<file path="src/rtl/mem_arb_pkg.sv">
// Shared types and helpers for the two-port memory bus arbiter.
package mem_arb_pkg;

    typedef enum logic [1:0] {
        IDLE  = 2'd0,
        ISSUE = 2'd1,
        RESP  = 2'd2
    } mem_arb_state_t;

    localparam logic MEM_ARB_PORT_CORE = 1'b0;
    localparam logic MEM_ARB_PORT_EXT  = 1'b1;

    // Round-robin pick: a lone requester wins, a tie goes to the port not granted last.
    function automatic logic mem_arb_pick(input logic [1:0] req, input logic last_grant);
        logic pick;
        if (req == 2'b11) begin
            pick = ~last_grant;
        end else if (req[1]) begin
            pick = MEM_ARB_PORT_EXT;
        end else begin
            pick = MEM_ARB_PORT_CORE;
        end
        return pick;
    endfunction

endpackage

</file>
<file path="src/rtl/mem_arb_timer.sv">
// Clear/enable cycle counter; expired flags the last allowed wait cycle.
module mem_arb_timer #(
    parameter int unsigned LIMIT = 16
) (
    input  logic clk,
    input  logic reset,
    input  logic clear,
    input  logic enable,
    output logic expired
);

    localparam int unsigned CNT_W = $clog2(LIMIT + 1);
    localparam logic [CNT_W-1:0] CNT_MAX  = CNT_W'(LIMIT);
    localparam logic [CNT_W-1:0] CNT_LAST = CNT_W'(LIMIT - 1);

    logic [CNT_W-1:0] count_q;

    // Count enabled cycles, saturating at LIMIT so the counter never wraps.
    always_ff @(posedge clk or posedge reset) begin
        if (reset) begin
            count_q <= '0;
        end else if (clear) begin
            count_q <= '0;
        end else if (enable && (count_q != CNT_MAX)) begin
            count_q <= count_q + 1'b1;
        end
    end

    // Fires on the cycle whose increment would make the count reach LIMIT.
    assign expired = enable && (count_q >= CNT_LAST);

endmodule

</file>
<file path="src/rtl/mem_arbiter.sv">
// Two-port memory bus arbiter: one transaction at a time, round-robin grant,
// done/fault pulse back to the owner. Optional bus timeout under MEM_ARBITER_TIMEOUT_EN.
module mem_arbiter
    import mem_arb_pkg::*;
#(
    parameter int unsigned ADDR_WIDTH     = 32,
    parameter int unsigned DATA_WIDTH     = 32,
    parameter int unsigned TIMEOUT_CYCLES = 16
) (
    input  logic                       clk,
    input  logic                       reset,
    input  logic [1:0]                 req,
    input  logic [1:0]                 we,
    input  logic [1:0][ADDR_WIDTH-1:0] addr,
    input  logic [1:0][DATA_WIDTH-1:0] wdata,
    output logic [1:0]                 done,
    output logic [1:0]                 fault,
    output logic [DATA_WIDTH-1:0]      rdata,
    output logic                       mem_req,
    output logic                       mem_we,
    output logic [ADDR_WIDTH-1:0]      mem_addr,
    output logic [DATA_WIDTH-1:0]      mem_wdata,
    input  logic                       mem_ack,
    input  logic                       mem_err,
    input  logic [DATA_WIDTH-1:0]      mem_rdata
);

    mem_arb_state_t state_q;
    logic           grant_q;
    logic           last_grant_q;
    logic           pick;
    logic           expired;

    assign pick = mem_arb_pick(req, last_grant_q);

`ifdef MEM_ARBITER_TIMEOUT_EN
    logic tmr_clear;
    logic tmr_enable;

    assign tmr_clear  = (state_q == IDLE) && (|req);
    assign tmr_enable = (state_q == ISSUE) && !mem_ack;

    mem_arb_timer #(
        .LIMIT(TIMEOUT_CYCLES)
    ) u_timer (
        .clk    (clk),
        .reset  (reset),
        .clear  (tmr_clear),
        .enable (tmr_enable),
        .expired(expired)
    );
`else
    logic unused_timeout;

    assign unused_timeout = (TIMEOUT_CYCLES == 0);
    assign expired        = 1'b0;
`endif

    // Transaction FSM; all bus and response outputs are registered here.
    always_ff @(posedge clk or posedge reset) begin
        if (reset) begin
            state_q      <= IDLE;
            grant_q      <= MEM_ARB_PORT_CORE;
            last_grant_q <= MEM_ARB_PORT_EXT;
            mem_req      <= 1'b0;
            mem_we       <= 1'b0;
            mem_addr     <= '0;
            mem_wdata    <= '0;
            done         <= '0;
            fault        <= '0;
            rdata        <= '0;
        end else begin
            // done/fault are single-cycle pulses, raised only on entry to RESP.
            done  <= '0;
            fault <= '0;
            unique case (state_q)
                IDLE: begin
                    if (|req) begin
                        grant_q      <= pick;
                        last_grant_q <= pick;
                        mem_req      <= 1'b1;
                        mem_we       <= we[pick];
                        mem_addr     <= addr[pick];
                        mem_wdata    <= wdata[pick];
                        state_q      <= ISSUE;
                    end
                end
                ISSUE: begin
                    // An ack on the expiry cycle takes priority over the timeout.
                    if (mem_ack) begin
                        rdata          <= mem_rdata;
                        mem_req        <= 1'b0;
                        done[grant_q]  <= 1'b1;
                        fault[grant_q] <= mem_err;
                        state_q        <= RESP;
                    end else if (expired) begin
                        mem_req        <= 1'b0;
                        done[grant_q]  <= 1'b1;
                        fault[grant_q] <= 1'b1;
                        state_q        <= RESP;
                    end
                end
                RESP: begin
                    state_q <= IDLE;
                end
                default: begin
                    state_q <= IDLE;
                end
            endcase
        end
    end

endmodule

</file>
<file path="config.mk">
export PLATFORM = sky130hd
export DESIGN_NAME = mem_arbiter
export DESIGN_NICKNAME = d
export VERILOG_FILES = /design/src/rtl/mem_arb_pkg.sv /design/src/rtl/mem_arb_timer.sv /design/src/rtl/mem_arbiter.sv
export SDC_FILE = /design/constraint.sdc
export NUM_CORES = 1
export LEC_CHECK = 0
export CELL_PAD_IN_SITES_DETAIL_PLACEMENT = 1
export CELL_PAD_IN_SITES_GLOBAL_PLACEMENT = 1
export CORE_ASPECT_RATIO = 0.75
export CORE_MARGIN = 1
export CORE_UTILIZATION = 30
export CTS_CLUSTER_SIZE = 12
export DETAILED_ROUTE_END_ITERATION = 10
export PLACE_DENSITY = 0.84
export SYNTH_ARGS = -nofsm -noshare
export SYNTH_HDL_FRONTEND = slang
export SYNTH_SLANG_ARGS = --single-unit
</file>
<file path="constraint.sdc">
create_clock -name clk -period 6.4 [get_ports clk]
set_clock_uncertainty 0.1 [all_clocks]
set_input_delay 0.96 -clock clk [delete_from_list [all_inputs] [get_ports clk]]
set_output_delay 0.96 -clock clk [all_outputs]
set_load 0.03 [all_outputs]
</file>
==> results.cfg, run 1 <==
[min_path]
hold_depth = 2
worstHoldPathType = reg -> reg

[cts]
root_buffer = clkbuf_16
cts_resized = 0
postCtsHoldBufs = 0
cts_buffers = 9
htree_num_levels = 3
clkSinkCount = 106
clockBufferDepth = 2
cts_setup_buffers = 0
cts_tree = yes
clkTransAtPathRegs_ps = 80
clk_latency_ps = 350

[flow_run]
drv_cap = 0

[grt]
antenna_found_initial = 0
grt_usage = 0.1743
grt_overflow = 0
grt_pass1_wl_mm = 21.39
grt_pass1_vias = 3849
grt_max_degree = 69

[floorplan]
die_h_microns = 110.3
io_pins = 270
core.rowCount = 39
die_x_microns = 146.4
core_area_sq_um = 15270
initial_utilization = 0.3073
die_area_sq_um = 16150

[finish]
seq_area_sq_um = 2654
fillers = 1562
nNetsFinal = 737
diodes = 0
multi_input_area_sq_um = 1933
syn_to_final_growth_pct = 67.40
drive_gt1_frac = 0.2544

[timing]
fmax_ghz = 0.3369
max_slew_margin = 0.3139
hold_viol = 0
report.final.slew_viol_count = 0
period_minus_slack_ps = 2968
worstMarginPinSlew_ps = 1029
period_share = 0.4637
finalSetupTns_ps = 0
grt_setup_unrepaired = false
setup_viol = 0

[logic_synthesis]
ys_top_cells_by_count = mux2_2 (123), dfrtp_1 (105), mux2_1 (39)
synth.area.top_cells = dfrtp_1 (56%), mux2_2 (30%), mux2_1 (9.4%)
synthArstFlopShare = 1.000
muxShareOfSynthArea = 0.3887
yosysTopAreaCellShare = 0.5599
post-synth-top-count-cell = mux2_2
synth_flop_cell = dfrtp_1
netlist_instances = 303
synthDistinctLibCells = 20
seq_area_frac_synth = 0.5654
synth-edff-count = 0
synth_top_family_by_area = multiplexers
yosysTopAreaCell = dfrtp_1
postSynthAreaPerCell_sq_um = 15.49
synth_warnings = 0
synth_fp_nets = 471
ys_seq_elements = 106
synthAdderAreaFrac = 0
synth_area_sq_um = 4693
synth_xor_xnor_area_share = 0
synthSimpleGateAreaFrac = 0.01120
synth_compound_area_frac = 0.008264

[drt]
drtIter0Drc = 95
ant_nets = 0
wl_mm = 14.06
vias_per_cell = 4.544
drtPass1Iterations = 3
vias = 3540
drc = 0
wl_per_cell_microns = 18.05

[outcome]
status = complete, no violations

[worst_setup_path]
cp_slowest_cell = a21bo_4
critical_path_depth = 4
path_cells = clkdlybuf4s50_1 -> a21bo_4 -> mux2_1 -> mux2_2
crit_family = compound AO/OA/AOI/OAI gates
critPathBufInv = 1
worstPathArrival_ps = 3110
start_kind = primary input
slowest_delay_ps = 810
cp.required_ps = 6540
criticalPathCategory = in -> reg
rr_worst_depth = 3
path_max_fanout = 66
cp-end-kind = register

[placement]
dp_hpwl_mm = 10.62
portBuffers = 269
gp_congestion = 0.7818

[pwr]
finalPower_w = 0.003863
vdd_drop_max_uv = 252.2
p_per_area_nw_per_um2 = 491.8
p_leak_nw = 3.177
==> registers in the layout, indices dropped and copies added, names as in the netlist <==
| register | flops |
|---|---|
| fault | 2 |
| mem_addr | 32 |
| mem_we | 1 |
| mem_req | 1 |
| mem_wdata | 32 |
| grant_q | 1 |
| rdata | 32 |
| last_grant_q | 1 |
| done | 2 |
| state_q | 2 |
==> worst paths after layout <==
check,end,slack [ps],from
max in group asynchronous,rdata[15]$_DFFE_PP0P_,4020,reset
min in group asynchronous,rdata[11]$_DFFE_PP0P_,940,reset
max,mem_wdata[7]$_DFFE_PP0P_,3430,req[0]
min,mem_req$_DFFE_PP0P_,400,mem_req$_DFFE_PP0P_
max reg2reg,mem_wdata[7]$_DFFE_PP0P_,4090,last_grant_q$_DFFE_PP1P_
min reg2reg,mem_req$_DFFE_PP0P_,400,mem_req$_DFFE_PP0P_
==> layout make-up <==
class / instances / share of cell area
inverters: 2 / 0.001274
clock inverters: 6 / 0.006211
repair buffers: 272 / 0.3456
clock buffers: 10 / 0.03042
multi-input cells: 178 / 0.2461
flip-flops and latches: 106 / 0.3378
well taps: 205 / 0.03265
==> tightest hold or removal path: cells and delay by family, from the launching register on <==
family           cells  cell delay [ps]
flip-flops           1              350
AND/OR/NAND/NOR      2              120
==> cells in the final DEF, fill, tap and decap left out, types with 2 or more instances in the layout <==
cell             instances
clkdlybuf4s50_1        269
mux2_2                 123
dfrtp_1                105
mux2_1                  39
clkbuf_16                9
buf_4                    3
nor2_1                   2
and2_1                   2
nand2_1                  2
inv_6                    2
clkinvlp_4               2
==> through the flow <==
stage / cell area, sq um / worst slack (ps) / utilization / instances / hold slack [ps]
after global routing: 7856 / 3342 / 0.5144 / 779 / 411.9
after floorplan: 4693 / 2553 / - / 303 / 340.7
final: 7856 / 3432 / 0.5144 / 779 / 397.2
after global placement: 7569 / 3130 / 0.4955 / 763 / 364.0
after detailed placement: 7569 / 3061 / 0.4955 / 763 / 384.5
after CTS: 7856 / 3426 / 0.5144 / 779 / 403.2
==> cells by family after synthesis <==
family	count (synthesis)
DFF	106
buffers and inverters	19
AOI/OAI and AO/OA	6
muxes	162
and+or+nand+nor	10
==> layer usage <==
layer,share of wire,up-vias,global-route usage
li1,-,1607,-
met1,0.40,1748,0.2042
met2,0.50,168,0.2946
met3,0.083,17,0.06790
met4,0.017,0,0.05952
met5,0,-,0
==> power by group <==
group | internal [W] | total, W | leakage (nW) | switching (W)
combinational | 0.00102 | 0.00214 | 1.79 | 0.00111
sequential | 0.00101 | 0.00119 | 1.25 | 0.000180
clock | 0.000280 | 0.000539 | 0.137 | 0.000259
(Power assumes the default switching activity.)
==> run 2: changes to the inputs <==
CORE_UTILIZATION = 29   (was 30)
PLACE_DENSITY = 0.82   (was 0.84)
clock period = 2.8 ns   (was 6.4 ns; I/O delays follow)
==> run 2 against run 1 <==
Compared with the run above:
- sequential power increased by 130%
- core utilization decreased by 0.30 points
- clock power increased by 130%
==> results.cfg, run 2 (synthesized netlist as in run 1, its figures left out) <==
[outcome]
status = complete, no violations

[grt]
grtUsageMet3 = 0.07602
grtUsageMet2 = 0.3029
antenna_found_initial = 1
grt_pass1_vias = 4061
grt_max_degree = 67
grt_pass1_wl_mm = 22.40
gr-max-usage-layer = met2
grt_util_met1 = 0.1975
grt_usage = 0.1760
grt_overflow = 0

[flow_run]
drv_cap = 0

[floorplan]
initial_utilization = 0.3025
die_h_microns = 112.2
core_area_sq_um = 15520
die_x_microns = 148.9
die_area_sq_um = 16700
io_pins = 270
core.rowCount = 39

[finish]
syn_to_final_growth_pct = 69.07
top_regs = mem_addr x32, mem_wdata x32, rdata x32
post-route-util = 0.5114
nNetsFinal = 743
drive_gt1_frac = 0.2621
diodes = 0
final_common_cell = clkdlybuf4s50_1
final_cell_mix = clkdlybuf4s50_1 (269), mux2_2 (123), dfrtp_1 (105)

[worst_setup_path]
slowest_delay_ps = 560
critPathBufInv = 2
cp-end-kind = register
cp_slowest_cell = clkdlybuf4s50_1
crit_family = buffers and inverters
startpoint = req[0]
worstPathArrival_ps = 2220
reg2reg_from = last_grant_q$_DFFE_PP1P_
criticalPathCategory = in -> reg
path_cells = clkdlybuf4s50_1 -> a21bo_2 -> buf_12 -> mux2_2 -> mux2_2
cp.required_ps = 2930
cp_common_cell = mux2_2
start_kind = primary input
path_max_fanout = 66

[pwr]
power.net_switching_w = 0.003550
p_int_w = 0.005352
clkPwrFrac = 0.138
p_per_area_nw_per_um2 = 1122
switching_share = 0.3988
p_leak_nw = 3.218
comb_power_share = 0.557
p_seq_frac = 0.305
vdd_drop_max_uv = 709.9

[drt]
wl_per_cell_microns = 18.06
vias = 3547
vias_per_cell = 4.518
wl_mm = 14.18
ant_nets = 0
drtPass1Iterations = 4
drc = 0
drtIter0Drc = 91

[timing]
max_slew_margin = 0.4855
finalSetupTns_ps = 0
fmax_ghz = 0.4777
report.final.slew_viol_count = 0
period_minus_slack_ps = 2093
hold_viol = 0
grt_setup_unrepaired = false
period_share = 0.7477
setup_viol = 0
worstMarginPinSlew_ps = 771.7

[cts]
cts_tree = yes
cts_setup_buffers = 0
clockBufferDepth = 2
clk_latency_ps = 340
cts_resized = 0
clkTransAtPathRegs_ps = 80
cts_buffers = 9
htree_num_levels = 3
postCtsHoldBufs = 0
clkSinkCount = 106
root_buffer = clkbuf_16

[min_path]
min_from = mem_req$_DFFE_PP0P_
worstHoldPathType = reg -> reg

[placement]
portBuffers = 269
dp_hpwl_mm = 10.94
gp_congestion = 0.7214
run 2: worst register-to-register path, cell delays in order (launching register included):
cell and delay, ps:
dfstp_2 560, a21bo_2 160, buf_12 300, mux2_2 480, mux2_2 270
run 2: per-stage QoR:
step,hold slack [ps],setup WS [ps],power [W],std cells,cell area (sq um)
after floorplan,340.7,1007,0.005528,303,4697
after global placement,363.1,432.3,0.007594,769,7646
after detailed placement,388.2,366.1,0.007762,769,7646
after CTS,405.7,739.3,0.009044,785,7935
after global routing,426.0,668.5,0.009388,785,7935
final,396.4,706.6,0.008902,785,7935
run 2: final cells by class:
| class | count | area, sq um |
|---|---|---|
| Clock inverter | 6 | 50.05 |
| Sequential cell | 106 | 2654 |
| Inverter | 2 | 11.26 |
| Multi-Input combinational cell | 178 | 1927 |
| Timing Repair Buffer | 278 | 2798 |
| Tap cell | 205 | 256.5 |
| Fill cell | 1579 | 7582 |
| Clock buffer | 10 | 239.0 |
run 2: layer usage:
metal	vias to the layer above	share of wire	routed length (microns)
met4	2	0.014	198
met5	-	0.00092	13
li1	1618	-	-
met2	167	0.50	7018
met3	18	0.11	1527
met1	1742	0.38	5418
run 2: worst paths after layout:
| kind | depth (start not counted) | to | slack [ps] |
|---|---|---|---|
| max in group asynchronous | 3 | mem_wdata[0]$_DFFE_PP0P_ | 1500 |
| setup / recovery | 5 | mem_addr[31]$_DFFE_PP0P_ | 710 |
| min in group asynchronous | 3 | fault[1]$_DFF_PP0_ | 520 |
| hold reg to reg | 2 | mem_req$_DFFE_PP0P_ | 400 |
| hold / removal | 2 | mem_req$_DFFE_PP0P_ | 400 |
| setup reg to reg | 4 | mem_addr[31]$_DFFE_PP0P_ | 820 |
run 2: power groups by stage:
stage / clock network, W / logic [W] / registers [W]
after floorplan: 0 / 0.00136 / 0.00417
after detailed placement: 0 / 0.00501 / 0.00275
after global routing: 0.00134 / 0.00521 / 0.00283
final: 0.00123 / 0.00496 / 0.00272
after global placement: 0 / 0.00491 / 0.00268
after CTS: 0.00128 / 0.00503 / 0.00273
